--- config.mk ---
export PLATFORM = sky130hd
export DESIGN_NAME = perf_counter_unit
export DESIGN_NICKNAME = d
export VERILOG_FILES = /design/src/rtl/perf_counter_unit.sv
export SDC_FILE = /design/constraint.sdc
export NUM_CORES = 1
export LEC_CHECK = 0
export CORE_MARGIN = 1.5
export CORE_UTILIZATION = 40
export CTS_CLUSTER_SIZE = 10
export DETAILED_ROUTE_END_ITERATION = 8
export PLACE_DENSITY = 0.67
export SETUP_SLACK_MARGIN = 0.5
export SLEW_MARGIN = 25
export SYNTH_ARGS = -nofsm -noshare
export SYNTH_HDL_FRONTEND = slang
export SYNTH_SLANG_ARGS = --single-unit
--- constraint.sdc ---
create_clock -name clk -period 4.2 [get_ports clk]
set_input_delay 0.42 -clock clk [delete_from_list [all_inputs] [get_ports clk]]
set_output_delay 0.42 -clock clk [all_outputs]
set_load 0.02 [all_outputs]
--- src/rtl/perf_counter_unit.sv ---
// -----------------------------------------------------------------------------
// perf_counter_unit
//   Run-statistics counters for the pipelined CPU. While the CPU runs, this
//   block counts total cycles, unconditional jumps, taken conditional branches
//   and inserted bubbles. All counts freeze once the CPU halts. The outputs feed
//   the seven-segment display stage as plain binary values; that stage does its
//   own BCD conversion.
//
//   Build option (compile-time macro):
//     PERF_SATURATE_EN  defined   : a counter at all-ones holds at all-ones
//                       undefined : a counter at all-ones wraps to 0
//     Both builds set the counter's sticky ovf bit and use the same port list.
//
// Ports
//   clk                 in   system clock
//   rst                 in   asynchronous, active-high reset
//   cpu_go              in   level, enables counting (IDLE -> RUN)
//   halt                in   1-cycle halt pulse (RUN -> HALT, cycle counted)
//   clear               in   synchronous clear of counts/ovf, returns to IDLE
//   uncondi_branch      in   unconditional jump retired this cycle
//   condi_branch        in   conditional branch taken this cycle
//   bubble              in   bubble inserted this cycle
//   total_cycles        out  cycles spent in RUN
//   uncondi_branch_num  out  unconditional jump count
//   condi_branch_num    out  taken conditional branch count
//   bubble_num          out  bubble count
//   running             out  FSM is in RUN
//   halted              out  FSM is in HALT
//   ovf                 out  sticky overflow {bubble, condi, uncondi, total}
// -----------------------------------------------------------------------------
module perf_counter_unit #(
  parameter int CNT_W = 32
) (
  input  logic             clk,
  input  logic             rst,
  input  logic             cpu_go,
  input  logic             halt,
  input  logic             clear,
  input  logic             uncondi_branch,
  input  logic             condi_branch,
  input  logic             bubble,
  output logic [CNT_W-1:0] total_cycles,
  output logic [CNT_W-1:0] uncondi_branch_num,
  output logic [CNT_W-1:0] condi_branch_num,
  output logic [CNT_W-1:0] bubble_num,
  output logic             running,
  output logic             halted,
  output logic [3:0]       ovf
);

  typedef enum logic [1:0] {
    S_IDLE = 2'd0,
    S_RUN  = 2'd1,
    S_HALT = 2'd2
  } state_t;

  state_t state_q;
  logic   running_q;
  logic   halted_q;

  // Counter index: 0 = total, 1 = uncondi, 2 = condi, 3 = bubble
  // (same bit order as ovf).
  logic [3:0][CNT_W-1:0] cnt_q;
  logic [3:0][CNT_W-1:0] cnt_d;
  logic [3:0]            ovf_q;
  logic [3:0]            ovf_d;
  logic                  count_en;
  logic [3:0]            inc;

  // FSM with registered Moore flags. Clear overrides every transition.
  always_ff @(posedge clk or posedge rst) begin
    if (rst) begin
      state_q   <= S_IDLE;
      running_q <= 1'b0;
      halted_q  <= 1'b0;
    end else if (clear) begin
      state_q   <= S_IDLE;
      running_q <= 1'b0;
      halted_q  <= 1'b0;
    end else begin
      case (state_q)
        S_IDLE: begin
          if (cpu_go) begin
            state_q   <= S_RUN;
            running_q <= 1'b1;
          end
        end
        S_RUN: begin
          if (halt) begin
            state_q   <= S_HALT;
            running_q <= 1'b0;
            halted_q  <= 1'b1;
          end else if (!cpu_go) begin
            state_q   <= S_IDLE;
            running_q <= 1'b0;
          end
        end
        S_HALT: begin
          // Frozen until clear or rst; halt and cpu_go are ignored here.
          state_q <= S_HALT;
        end
        default: begin
          state_q   <= S_IDLE;
          running_q <= 1'b0;
          halted_q  <= 1'b0;
        end
      endcase
    end
  end

  // Every cycle spent in RUN is counted, including the halt cycle and a cycle
  // where cpu_go drops. Events in the clear cycle are discarded.
  assign count_en = (state_q == S_RUN) && !clear;
  assign inc      = {bubble, condi_branch, uncondi_branch, 1'b1} & {4{count_en}};

  always_comb begin
    cnt_d = cnt_q;
    ovf_d = ovf_q;
    for (int i = 0; i < 4; i++) begin
      if (inc[i]) begin
        if (&cnt_q[i]) begin
          ovf_d[i] = 1'b1;
`ifdef PERF_SATURATE_EN
          cnt_d[i] = cnt_q[i];
`else
          cnt_d[i] = '0;
`endif
        end else begin
          cnt_d[i] = cnt_q[i] + CNT_W'(1);
        end
      end
    end
    if (clear) begin
      cnt_d = '0;
      ovf_d = '0;
    end
  end

  always_ff @(posedge clk or posedge rst) begin
    if (rst) begin
      cnt_q <= '0;
      ovf_q <= '0;
    end else begin
      cnt_q <= cnt_d;
      ovf_q <= ovf_d;
    end
  end

  assign total_cycles       = cnt_q[0];
  assign uncondi_branch_num = cnt_q[1];
  assign condi_branch_num   = cnt_q[2];
  assign bubble_num         = cnt_q[3];
  assign ovf                = ovf_q;
  assign running            = running_q;
  assign halted             = halted_q;

endmodule

### Yosys cells after proc, flatten, opt, wreduce, memory -nomap -nowiden

Cells that the tools add are included.
W data, S select, Z words.

* equality and inequality tests: 7
* bitwise logic cells: 1
* mux-type cells: 31
* reductions and logical operators: 23
* add/sub/neg operators: 4

Operators with widths (count)
* $mux W32: 8
* $add A32 B1 Y32 const B: 4
* $mux W128: 1
* $reduce_and A32 Y1: 4
* $reduce_bool A2 Y1: 8
* $mux W1: 14
* $reduce_and A2 Y1: 6
* $mux W2: 4
* $ne A3 B3 Y1 const B: 2
* $pmux W2 S3: 1
* $and A4 B4 Y4: 1
* $mux W4: 1
* $ne A4 B4 Y1 const B: 1
* $pmux W1 S3: 1
* $reduce_and A3 Y1: 1
* $eq A2 B1 Y1 const B: 1
* $eq A2 B2 Y1 const B: 1
* $logic_not A2 Y1: 1
* $ne A2 B1 Y1 const B: 1
* $ne A2 B2 Y1 const B: 1
* $pmux W1 S2: 1
* $reduce_or A2 Y1: 1
* $logic_and A1 B1 Y1: 1
* $logic_not A1 Y1: 1

* output and inout port bits: 134
* flip-flop bits (word level): 136
* word-level logic and storage cells: 77
* bits of input ports: 8

### Longest topological paths before layout

Gate-level depths: netlist of run 1.

* word-level depth: 5
* mapped depth: 8
* gate-level depth less buffers: 6

### Worst setup path before layout of run 1

OpenSTA, ideal clock, no wires.

* path type: reg2reg
* start point: register cnt_q (netlist bit condi_branch_num[3])
* end point: register cnt_q (netlist bit condi_branch_num[8])
* data arrival time: 1991 ps
* required time: 4081 ps
* setup slack: 2090 ps
* clock period less this slack: 2110 ps
* stages on the path, launching flop included: 8
* buffers on the path: 2
* cell sequence: dfrtp_1 > and4_4 > nand4_4 > or4_4 > o21ai_2 > buf_4 > buf_6 > nor2_1

* longest elaborated chain between the ends: 4
* elaborated cells between the ends (all ways): 5

Ends and longest elaborated chain
* start: declaration: RTL line 63 `logic [3:0][CNT_W-1:0] cnt_q;`
* start signal: assignment: RTL line 144 `cnt_q <= cnt_d;`
* $add A32 B1 Y32 / $reduce_and A32 Y1 (equally long branches): RTL line 129, 121
* $mux W32 *: RTL line 121 `if (&cnt_q[i]) begin`
* $mux W32 *: RTL line 120 `if (inc[i]) begin`
* $mux W128 *: RTL line 133 `if (clear) begin`

Every way passes the cells marked *; elsewhere a longest branch is shown, timed or not. The select of a mux whose other input is x is not followed.
A chain may end at the register's enable or synchronous reset.

### Final worst setup path of run 1

* start point: register cnt_q (netlist bit bubble_num[0])
* end point: register cnt_q (netlist bit bubble_num[18])

The elaborated chain is that of the path after synthesis.

==> results.md, run 1 <==
- Avg WL per Cell: 15.2 um
- Pwr dens: 318 nW/um2
- Worst Setup End Kind: flip-flop
- Crit Path Class: reg2reg
- Share of the synthesized area in the top cell type: 0.484
- Worst Max-Slew Pin Slew: 0.892 ns
- Core ar.: 17200 um2
- Ys flop type: dfrtp_1
- GPL Wtd Cong: 0.775
- Post-Synth XOR/XNOR Area: 0.147
- TritonCTS clock tree: done
- Antenna Cells: 0
- Largest net degree at the start of global routing: 70
- Mapped Cells: 741
- Total negative slack: 0 ns
- Fillcell total: 1597
- Final Non-Filler Cells: 1118
- Slowest stage cell on the critical path: o21ai_4
- Most common cell after layout, fill and taps aside: nor2_1
- Max Clock Freq: 380 MHz
- Final net count: 893
- Reg power frac: 0.451
- Critical-path cell list: ha_1 > nand4_1 > nor4_4 > or4b_4 > o21ai_4 > nor2_1
- Gate power share: 0.036
- Simple-Gate Fraction of Synth Area: 0.283
- First-pass GRT wire length: 27700 um
- #FFs+latches synth: 136
- Final core occ: 0.536
- # port buffers: 141
- CTS clk-pin slew, worst paths: 0.06 ns
- Die area: 18400 um2
- Vias in the first global route: 5443
- GR Overflow Total: 0
- Placed insts: 1087
- Maximum clock path buffer count: 2
- # clock sinks: 136
- Die Span X: 136 um
- Hpwl dp: 11700 um
- Syn_nets: 753
- Post-cts repair resize count: 0
- Required time worst endpoint: 4.47 ns
- Post-route ant nets: 0
- Final setup viols: 0
- Vias: 5756
- Worst skew pair latency: 0.42 ns
- Iter 0 DRT Violations: 344
- Cell taking the most area after synthesis: dfrtp_1
- Sw Share: 0.222
- Status: finished clean
- Clk_skew: 0.00633 ns
- Pins over their slew limit: 0
- H-tree levels: 4
- Startpoint types: flip-flop
- Post-synthesis sequential area ratio: 0.484
- Most frequent cells in the layout: nor2_1, clkdlybuf4s50_1, dfrtp_1
- Multiplexer share of the synthesized area: 0
- Initial antenna violation count: 0
- Slew HR: 0.405
- Clock group share of total power: 0.513
- Compound-cell area share of the yosys netlist: 0.0452
- Number of synthesized flops with an enable pin: 0
- Cell Int Power: 2.29 mW
- Clock root buffer: clkbuf_16
- Routed wire length: 17000 um
- Psw: 0.654 mW
- Cts bufs inserted: 17
- Syn. warnings: 0
- Vias per cell: 5.15
- Starting Density: 0.408
- Die height: 136 um
- GRT Overall Usage: 0.190
- CP peak stage delay: 0.65 ns
- Ys async rst share: 1.00
- Critical path fanouts, max: 30
- Ratio of cells with drive above 1 in the final layout: 0.0605
- Area Growth Syn to Fin: 31.4%
- Syn Area/Cell: 9.49 um2
- Peak VDD IR: 0.279 mV
- Post-Synth Adder-Cell Area: 0.00711
- Cells on worst reg2reg path: 6
- I/O pins: 142
- DR DRC count: 0
- Cell Area, Synth: 7030 um2
- Crit path arrival time: 2.90 ns
- Row count: 48
- Total of max-cap violations: 0
- Cts hold-fix bufs: 0
- Setup bufs post-CTS: 0
- Fin crit share: 0.627
- Largest family of logic cells by synthesized area: simple AND/OR/NAND/NOR gates
- Power, Total: 2.94 mW
- Distinct cells, synth: 43
- Hold Worst Slack: 0.496 ns
- Hold Vio Cnt, Final: 0
- Min Tclk post-route: 2.63 ns
- Worst min-delay path class: in2async
- Top post-synthesis cells by area: dfrtp_1, xnor2_1, nor2_1
- Initial DRT Pass Iterations: 4
- Lkg Pwr: 3.64 nW
- RSZ-0062 raised after global routing: false
## cell families (layout without fill, tap and decap cells)
logic type      Yosys count  count (layout)
fa+ha+maj                 4               4
flops                   136             136
xor+xnor                118             118
compound gates           46              46
simple gates            388             388
buf+inv                  49             201
## synth_stat cells (6+ instances only)
cell type and n:
nor2_1 148, dfrtp_1 136, xnor2_1 75, nand2_1 45, xor2_1 43, nand3_1 41, nand4_1 31, nor3_1 30
and4_1 22, inv_1 21, and3_1 19, nor4_1 19, a21oi_1 13, clkbuf_1 10, o2111ai_1 10, and2_1 8
buf_2 7, o21a_1 6
## power groups by stage
stage	logic (mW)	clock network (mW)	registers (mW)
floorplan	0.0667	0	1.35
global placement	0.109	0	1.35
detailed placement	0.109	0	1.35
CTS	0.110	1.54	1.32
global route	0.120	1.58	1.33
finish	0.106	1.51	1.32
## flip-flops by register name, indices dropped and copies added, names as in the netlist
signal	count
running	1
state_q	2
bubble_num	32
uncondi_branch_num	32
ovf	4
halted	1
total_cycles	32
condi_branch_num	32
## metrics by stage
stage | setup WS, ns | cell area [um2]
2_1_floorplan | 2.09 | 7040
3_3_place_gp | 1.25 | 8640
3_5_place_dp | 1.18 | 8640
4_1_cts | 1.55 | 9240
5_1_grt | 1.38 | 9250
6_report | 1.57 | 9250
## worst max-delay path: cells and delay by family (launching register included)
kind,cells,cell delay [ns]
compound gates,1,0.65
fa+ha+maj,1,0.23
flops,1,0.43
simple gates,4,1.15
## routing by layer
metal	track usage	part of all wire	vias up
met3	0.0453	0.053	18
met5	0	0	-
met2	0.303	0.46	123
met4	0.0621	0.015	0
met1	0.254	0.47	2788
li1	-	-	2827
## final cells by class
cell class	instances	area, um2	area share
clock buffer	18	439	0.0475
clock inverter	13	155	0.0168
inverter	21	82.6	0.00893
multi-input combinational	556	3400	0.368
sequential	136	3400	0.368
tap	225	282	0.0305
timing repair buffer	149	1480	0.161
## worst paths after layout
path	start	endpoint	slack, ns
setup / recovery	bubble_num[0]	bubble_num[18]	1.57
min in group clk	ovf[2]	ovf[2]	0.50
hold reg to reg	ovf[2]	ovf[2]	0.50
max in group asynchronous	rst	bubble_num[4]	2.78
hold / removal	rst	total_cycles[11]	0.50
setup reg to reg	bubble_num[0]	bubble_num[18]	1.57
Note: power is estimated with default switching activity, not from simulation.
==> run 2: changes to the inputs <==
--- a/config.mk
+++ b/config.mk
@@ -9,7 +9,6 @@
 export CORE_UTILIZATION = 40
 export CTS_CLUSTER_SIZE = 10
 export DETAILED_ROUTE_END_ITERATION = 8
-export PLACE_DENSITY = 0.67
 export SETUP_SLACK_MARGIN = 0.5
 export SLEW_MARGIN = 25
 export SYNTH_ARGS = -nofsm -noshare
==> constraint.sdc (replaced) <==
create_clock -name clk -period 2.6 [get_ports clk]
set_input_delay 0.26 -clock clk [delete_from_list [all_inputs] [get_ports clk]]
set_output_delay 0.26 -clock clk [all_outputs]
set_load 0.02 [all_outputs]
==> run 2 against run 1 <==
- clock skew up 0.0063 ns
- clock power rose by 66%
- hold slack worse by 0.26 ns
- core utilization is 2.8 points higher
- die area unchanged
- via count increased by 4.1%
- setup slack got worse by 1.0 ns
- clock-buffer cell count increased by 3
- non-clock buffer count grew 35
- critical path depth is 1 higher
- sequential power increased by 62%
- critical path type unchanged
- highest routed layer is now met5
==> results.md, run 2 (synthesis results as in run 1) <==
- Status: finished clean
- Initial antenna violation count: 1 (+1)
- GPL Wtd Cong: 0.812 (+4.7%)
- Die height: 136 um (unchanged)
- First-pass GRT wire length: 29300 um (+5.8%)
- Worst Setup End Kind: flip-flop
- Clock root buffer: clkbuf_16
- CTS clk-pin slew, worst paths: 0.06 ns (about the same)
- Pwr dens: 499 nW/um2 (+57%)
- Area of the multi-input gates: 3470 um2 (+2.1%)
- # clock sinks: 136 (unchanged)
- Row count: 48 (unchanged)
- Hpwl dp: 12500 um (+6.8%)
- Cts bufs inserted: 17 (unchanged)
- Max Clock Freq: 487 MHz (+28%)
- Required time worst endpoint: 2.90 ns (-1.57 ns)
- Min Tclk post-route: 2.05 ns (-0.580 ns)
- Avg WL per Cell: 15.9 um (+4.4%)
- Critical path fanouts, max: 7 (-77%)
- Crit path arrival time: 2.35 ns (-0.55 ns)
- CP peak stage delay: 0.57 ns (-0.08 ns)
- Placed insts: 1103 (+1.5%)
- Total negative slack: 0 ns (unchanged)
- Critical-path cell list: ha_2 > and3_4 > nand3_2 > or4_4 > o21ai_4 > clkbuf_16 > nor2_2
- Antenna Cells: 0 (unchanged)
- # port buffers: 141 (unchanged)
- H-tree levels: 4 (unchanged)
- Die Span X: 136 um (unchanged)
- Lkg Pwr: 3.83 nW (+5.4%)
- Hold Vio Cnt, Final: 0 (unchanged)
- Fillcell total: 1525 (-4.5%)
- Ratio of cells with drive above 1 in the final layout: 0.129 (+0.0687)
- Vias in the first global route: 5933 (+9.0%)
- CP top delay family: simple AND/OR/NAND/NOR gates
- Worst Max-Slew Pin Slew: 0.615 ns (-0.276 ns)
- TritonCTS clock tree: done
- Cts hold-fix bufs: 0 (unchanged)
- Post-route ant nets: 0 (unchanged)
- Peak VDD IR: 0.464 mV (+66%)
- Slowest stage cell on the critical path: or4_4
- Clk_skew: 0.0126 ns (+0.00631 ns)
- Startpoint types: flip-flop
- Storage cell area: 3420 um2 (+0.55%)
- Iter 0 DRT Violations: 254 (-26%)
- Initial DRT Pass Iterations: 4 (unchanged)
- Fin crit share: 0.789 (+0.162)
- Largest net degree at the start of global routing: 34 (-51%)
- Die area: 18400 um2 (unchanged)
- Crit Path Class: reg2reg
- Final setup viols: 0 (unchanged)
- GRT Overall Usage: 0.201 (+0.0113)
- Area Growth Syn to Fin: 38.2%
- GR Overflow Total: 0 (unchanged)
- I/O pins: 142 (unchanged)
- DR DRC count: 0 (unchanged)
- Buf+Inv Stages, Crit Path: 1 (+1)
- Core ar.: 17200 um2 (unchanged)
- Final net count: 928 (+3.9%)
- Starting Density: 0.408 (unchanged)
- Total of max-cap violations: 0 (unchanged)
- Most frequent cells in the layout: nor2_1, clkdlybuf4s50_1, dfrtp_1
- Pins over their slew limit: 0 (unchanged)
- Vias per cell: 5.19 (+0.85%)
- Slew HR: 0.587 (+0.182)
- Maximum clock path buffer count: 2 (unchanged)
- RSZ-0062 raised after global routing: true
- Final Non-Filler Cells: 1154 (+3.2%)
- Worst skew pair latency: 0.42 ns (about the same)
- Vias: 5992 (+4.1%)
- Routed wire length: 18300 um (+7.8%)
- Worst min-delay path class: in2async
run 2: changes by cell type in the layout (fill, tap and decap cells not counted), sizes merged:
cell / change
clkinv: -1
clkinvlp: -2
inv: +1
clkbuf: +5
buf: +33
run 2: per-layer routing:
metal,part of all wire,up-vias,GRT usage
met4,0.013,2,0.0615
met5,0.00071,-,0
met3,0.049,23,0.0625
li1,-,2900,-
met1,0.45,2938,0.257
met2,0.49,129,0.326
run 2: final cells by class:
| cell class | count | area share |
|---|---|---|
| repair buffers | 184 | 0.191 |
| clock inverters | 11 | 0.0152 |
| clock buffers | 21 | 0.0474 |
| multi-input cells | 556 | 0.357 |
| well taps | 225 | 0.0290 |
| inverters | 21 | 0.00849 |
| flip-flops and latches | 136 | 0.352 |
run 2: power by group:
part / internal [mW] / total [mW] / switching [mW]
sequential: 2.13 / 2.14 / 0.0133
combinational: 0.0795 / 0.218 / 0.138
clock: 1.56 / 2.50 / 0.935
total: 3.77 / 4.85 / 1.09
run 2: path summary, 6_finish.rpt:
path / from / endpoint / slack [ns] / cells after the start
setup / recovery: condi_branch_num[1] / condi_branch_num[5] / 0.55 / 7
hold / removal: rst / condi_branch_num[29] / 0.24 / 2
setup reg to reg: condi_branch_num[1] / condi_branch_num[5] / 0.55 / 7
hold reg to reg: ovf[3] / ovf[3] / 0.50 / 1
max in group asynchronous: rst / total_cycles[0] / 1.57 / 4
min in group clk: ovf[3] / ovf[3] / 0.50 / 1
run 2: what timing repair did:
action                     in CTS  in global routing
setup endpoints to repair     107                118
gates cloned                    0                  3
pin swaps                       1                  9
setup buffers                   4                 12
hold endpoints to repair        0                  0
resized for setup               8                 38
run 2: through the flow:
stage               power [mW]  hold WS (ns)  instance area, um2  setup slack, ns  utilization
floorplan                 2.29         0.408                7040            0.501            -
finish                    4.85         0.241                9720            0.548        0.564
detailed placement        2.37         0.494                8810            0.296        0.511
global route              5.03         0.263                9720            0.453        0.564
CTS                       4.89         0.243                9480            0.461        0.550
global placement          2.37         0.481                8810            0.386        0.511
run 2: worst register-to-register path: stages, from the launching register on:
cell	delay, ns
dfrtp_1	0.38
ha_2	0.21
and3_4	0.19
nand3_2	0.06
or4_4	0.57
o21ai_4	0.26
clkbuf_16	0.23
nor2_2	0.05
==> run 3: changes to the inputs <==
--- a/config.mk
+++ b/config.mk
@@ -9,6 +9,7 @@
 export CORE_UTILIZATION = 40
 export CTS_CLUSTER_SIZE = 10
 export DETAILED_ROUTE_END_ITERATION = 8
+export PLACE_DENSITY = 0.67
 export SETUP_SLACK_MARGIN = 0.5
 export SLEW_MARGIN = 25
 export SYNTH_ARGS = -nofsm -noshare
==> constraint.sdc (replaced) <==
create_clock -name clk -period 1.87 [get_ports clk]
set_input_delay 0.187 -clock clk [delete_from_list [all_inputs] [get_ports clk]]
set_output_delay 0.187 -clock clk [all_outputs]
set_load 0.02 [all_outputs]
==> run 3 against run 2 <==
- the flow now finishes with violations (negative setup slack)
- global-route usage up 2.0 points
- combinational power up 110%
- first-iteration DRC count up 29%
- wire length increased by 13%
- setup slack got worse by 0.58 ns
- clock skew decreased by 0.0041 ns
- sequential power is 39% higher
- power rose by 44%
- clock power up 44%
==> results.md, run 3 (synthesis results as in run 1) <==
- Antenna Cells: 0 (unchanged)
- Fin crit share: 1.01 (+0.226)
- Pins over their slew limit: 0 (unchanged)
- H-tree levels: 4 (unchanged)
- Most frequent cells in the layout: buf_4, nor2_1, xnor2_1, dfrtp_2, dfrtp_1
- Hold Worst Slack: 0.0888 ns (-0.153 ns)
- Critical path fanouts, max: 24 (+17)
- Vias per cell: 5.16 (-0.65%)
- Post-Place Setup Slack: -0.0762 ns (-0.372 ns)
- GRT Overall Usage: 0.221 (+0.0204)
- Final core occ: 0.658 (+0.0943)
- Worst Setup End Kind: flip-flop
- Gate power share: 0.064 (+0.019)
- Hpwl dp: 13600 um (+8.7%)
- Psw: 1.56 mW (+44%)
- Slew HR: 0.696 (+0.109)
- Status: complete, but fails checks
- Vias: 6536 (+9.1%)
- Fillcell total: 1342 (-12%)
- Min Tclk post-route: 1.90 ns (-0.154 ns)
- Initial DRT Pass Iterations: 4 (unchanged)
- Area of the multi-input gates: 4260 um2 (+23%)
- Most common cell after layout, fill and taps aside: buf_4
- Starting Density: 0.408 (unchanged)
- I/O pins: 142 (unchanged)
- Pwr dens: 617 nW/um2 (+24%)
- First-pass GRT wire length: 32100 um (+9.4%)
- Reg2Reg Setup Slack: -0.03 ns (-0.58 ns)
- Clk_skew: 0.00853 ns (-0.00411 ns)
- Failing checks: negative setup slack
- Cells on worst reg2reg path: 7 (unchanged)
- # port buffers: 141 (unchanged)
- Row count: 48 (unchanged)
- Worst min-delay path class: in2async
- # clock sinks: 136 (unchanged)
- Hold Vio Cnt, Final: 0 (unchanged)
- Area Growth Syn to Fin: 61.3%
- Sw Share: 0.223 (-0.00126)
- Post-route ant nets: 0 (unchanged)
- Max Clock Freq: 527 MHz (+8.1%)
- Cts bufs inserted: 17 (unchanged)
- GPL Wtd Cong: 0.819 (+0.87%)
- Reg power frac: 0.424 (-0.017)
- Final Non-Filler Cells: 1267 (+9.8%)
- CTS clk-pin slew, worst paths: 0.06 ns (about the same)
- Setup ws final: -0.0274 ns (-0.576 ns)
- Ratio of cells with drive above 1 in the final layout: 0.472 (+0.343)
- Total of max-cap violations: 0 (unchanged)
- TritonCTS clock tree: done
- Clock root buffer: clkbuf_16
- Routed wire length: 20600 um (+13%)
- Cts hold-fix bufs: 0 (unchanged)
- Worst skew pair latency: 0.42 ns (about the same)
- Crit path arrival time: 2.20 ns (-0.15 ns)
- Startpoint types: flip-flop
- RSZ-0062 raised after global routing: true
- Initial antenna violation count: 0 (-1)
- Core ar.: 17200 um2 (unchanged)
- Final net count: 1041 (+12%)
- Peak VDD IR: 0.655 mV (+41%)
- GR Overflow Total: 0 (unchanged)
- Iter 0 DRT Violations: 327 (+29%)
- Lkg Pwr: 5.26 nW (+37%)
- Die area: 18400 um2 (unchanged)
- Avg WL per Cell: 16.3 um (+2.7%)
- Vias in the first global route: 6376 (+7.5%)
- Die Span X: 136 um (unchanged)
- Final setup viols: 39 (+39)
- Placed insts: 1206 (+9.3%)
- DR DRC count: 0 (unchanged)
- Maximum clock path buffer count: 2 (unchanged)
- Worst Max-Slew Pin Slew: 0.456 ns (-0.159 ns)
- Clock group share of total power: 0.512 (-0.002)
- Die height: 136 um (unchanged)
- Largest net degree at the start of global routing: 47 (+38%)
- Storage cell area: 3490 um2 (+1.9%)
- Cell Int Power: 5.45 mW (+45%)
- Crit Path Class: reg2reg
- Required time worst endpoint: 2.18 ns (-0.72 ns)
-- run 3: changes by cell type in the layout (fill, tap and decap cells not counted), moves of 48 or more --
| cell | delta |
|---|---|
| dfrtp_1 | -53 |
| buf_2 | +55 |
| dfrtp_2 | +53 |
| clkdlybuf4s50_1 | -134 |
| buf_4 | +90 |
| nor2_1 | -48 |
-- run 3: timing repair --
item	CTS	global route
setup buffers	10	15
cloned	3	1
endpoints found under the hold margin	0	0
setup endpoints to repair	264	197
pin swaps	41	41
resized for setup	451	185
-- run 3: stage by stage --
step	instance area (um2)	total power [mW]	TNS (ns)
6_report	11300	7.01	-0.414
5_1_grt	11300	7.23	-6.16
4_1_cts	10700	7.00	-0.537
3_5_place_dp	9820	3.36	-1.09
3_3_place_gp	9820	3.36	-0.139
2_1_floorplan	7270	3.20	-14.10
-- run 3: critical path, stage by stage (launching register included) --
cell and delay [ns]:
dfrtp_2 0.38, ha_4 0.14, and3_4 0.20, nand3_2 0.07, or4_4 0.55, o21ai_4 0.18
buf_12 0.18, nor2_1 0.07
-- run 3: final timing paths --
| path | from | endpoint |
|---|---|---|
| max in group asynchronous | rst | bubble_num[9] |
| worst max register to register | condi_branch_num[1] | condi_branch_num[16] |
| min in group clk | ovf[1] | ovf[1] |
| worst max-delay path | condi_branch_num[1] | condi_branch_num[16] |
| worst min-delay path | rst | uncondi_branch_num[14] |
| worst min register to register | ovf[1] | ovf[1] |
-- run 3: cell type report --
type | instances | share of cell area
Clock buffer | 20 | 0.0402
Clock inverter | 12 | 0.0154
Inverter | 21 | 0.00728
Multi-Input combinational cell | 556 | 0.375
Sequential cell | 136 | 0.307
Tap cell | 225 | 0.0248
Timing Repair Buffer | 297 | 0.230
-- run 3: power groups by stage --
stage,Sequential (mW),Combinational (mW),Clock (mW)
after floorplan,3.04,0.167,0
after detailed placement,3.02,0.340,0
after global placement,3.02,0.337,0
final,2.97,0.448,3.59
after global routing,2.97,0.483,3.78
after CTS,2.97,0.389,3.64
-- run 3: layer usage --
layer	GRT usage	routed length, um
met5	0	0
met2	0.367	10200
met4	0.0687	237
met3	0.0501	1050
met1	0.288	9130
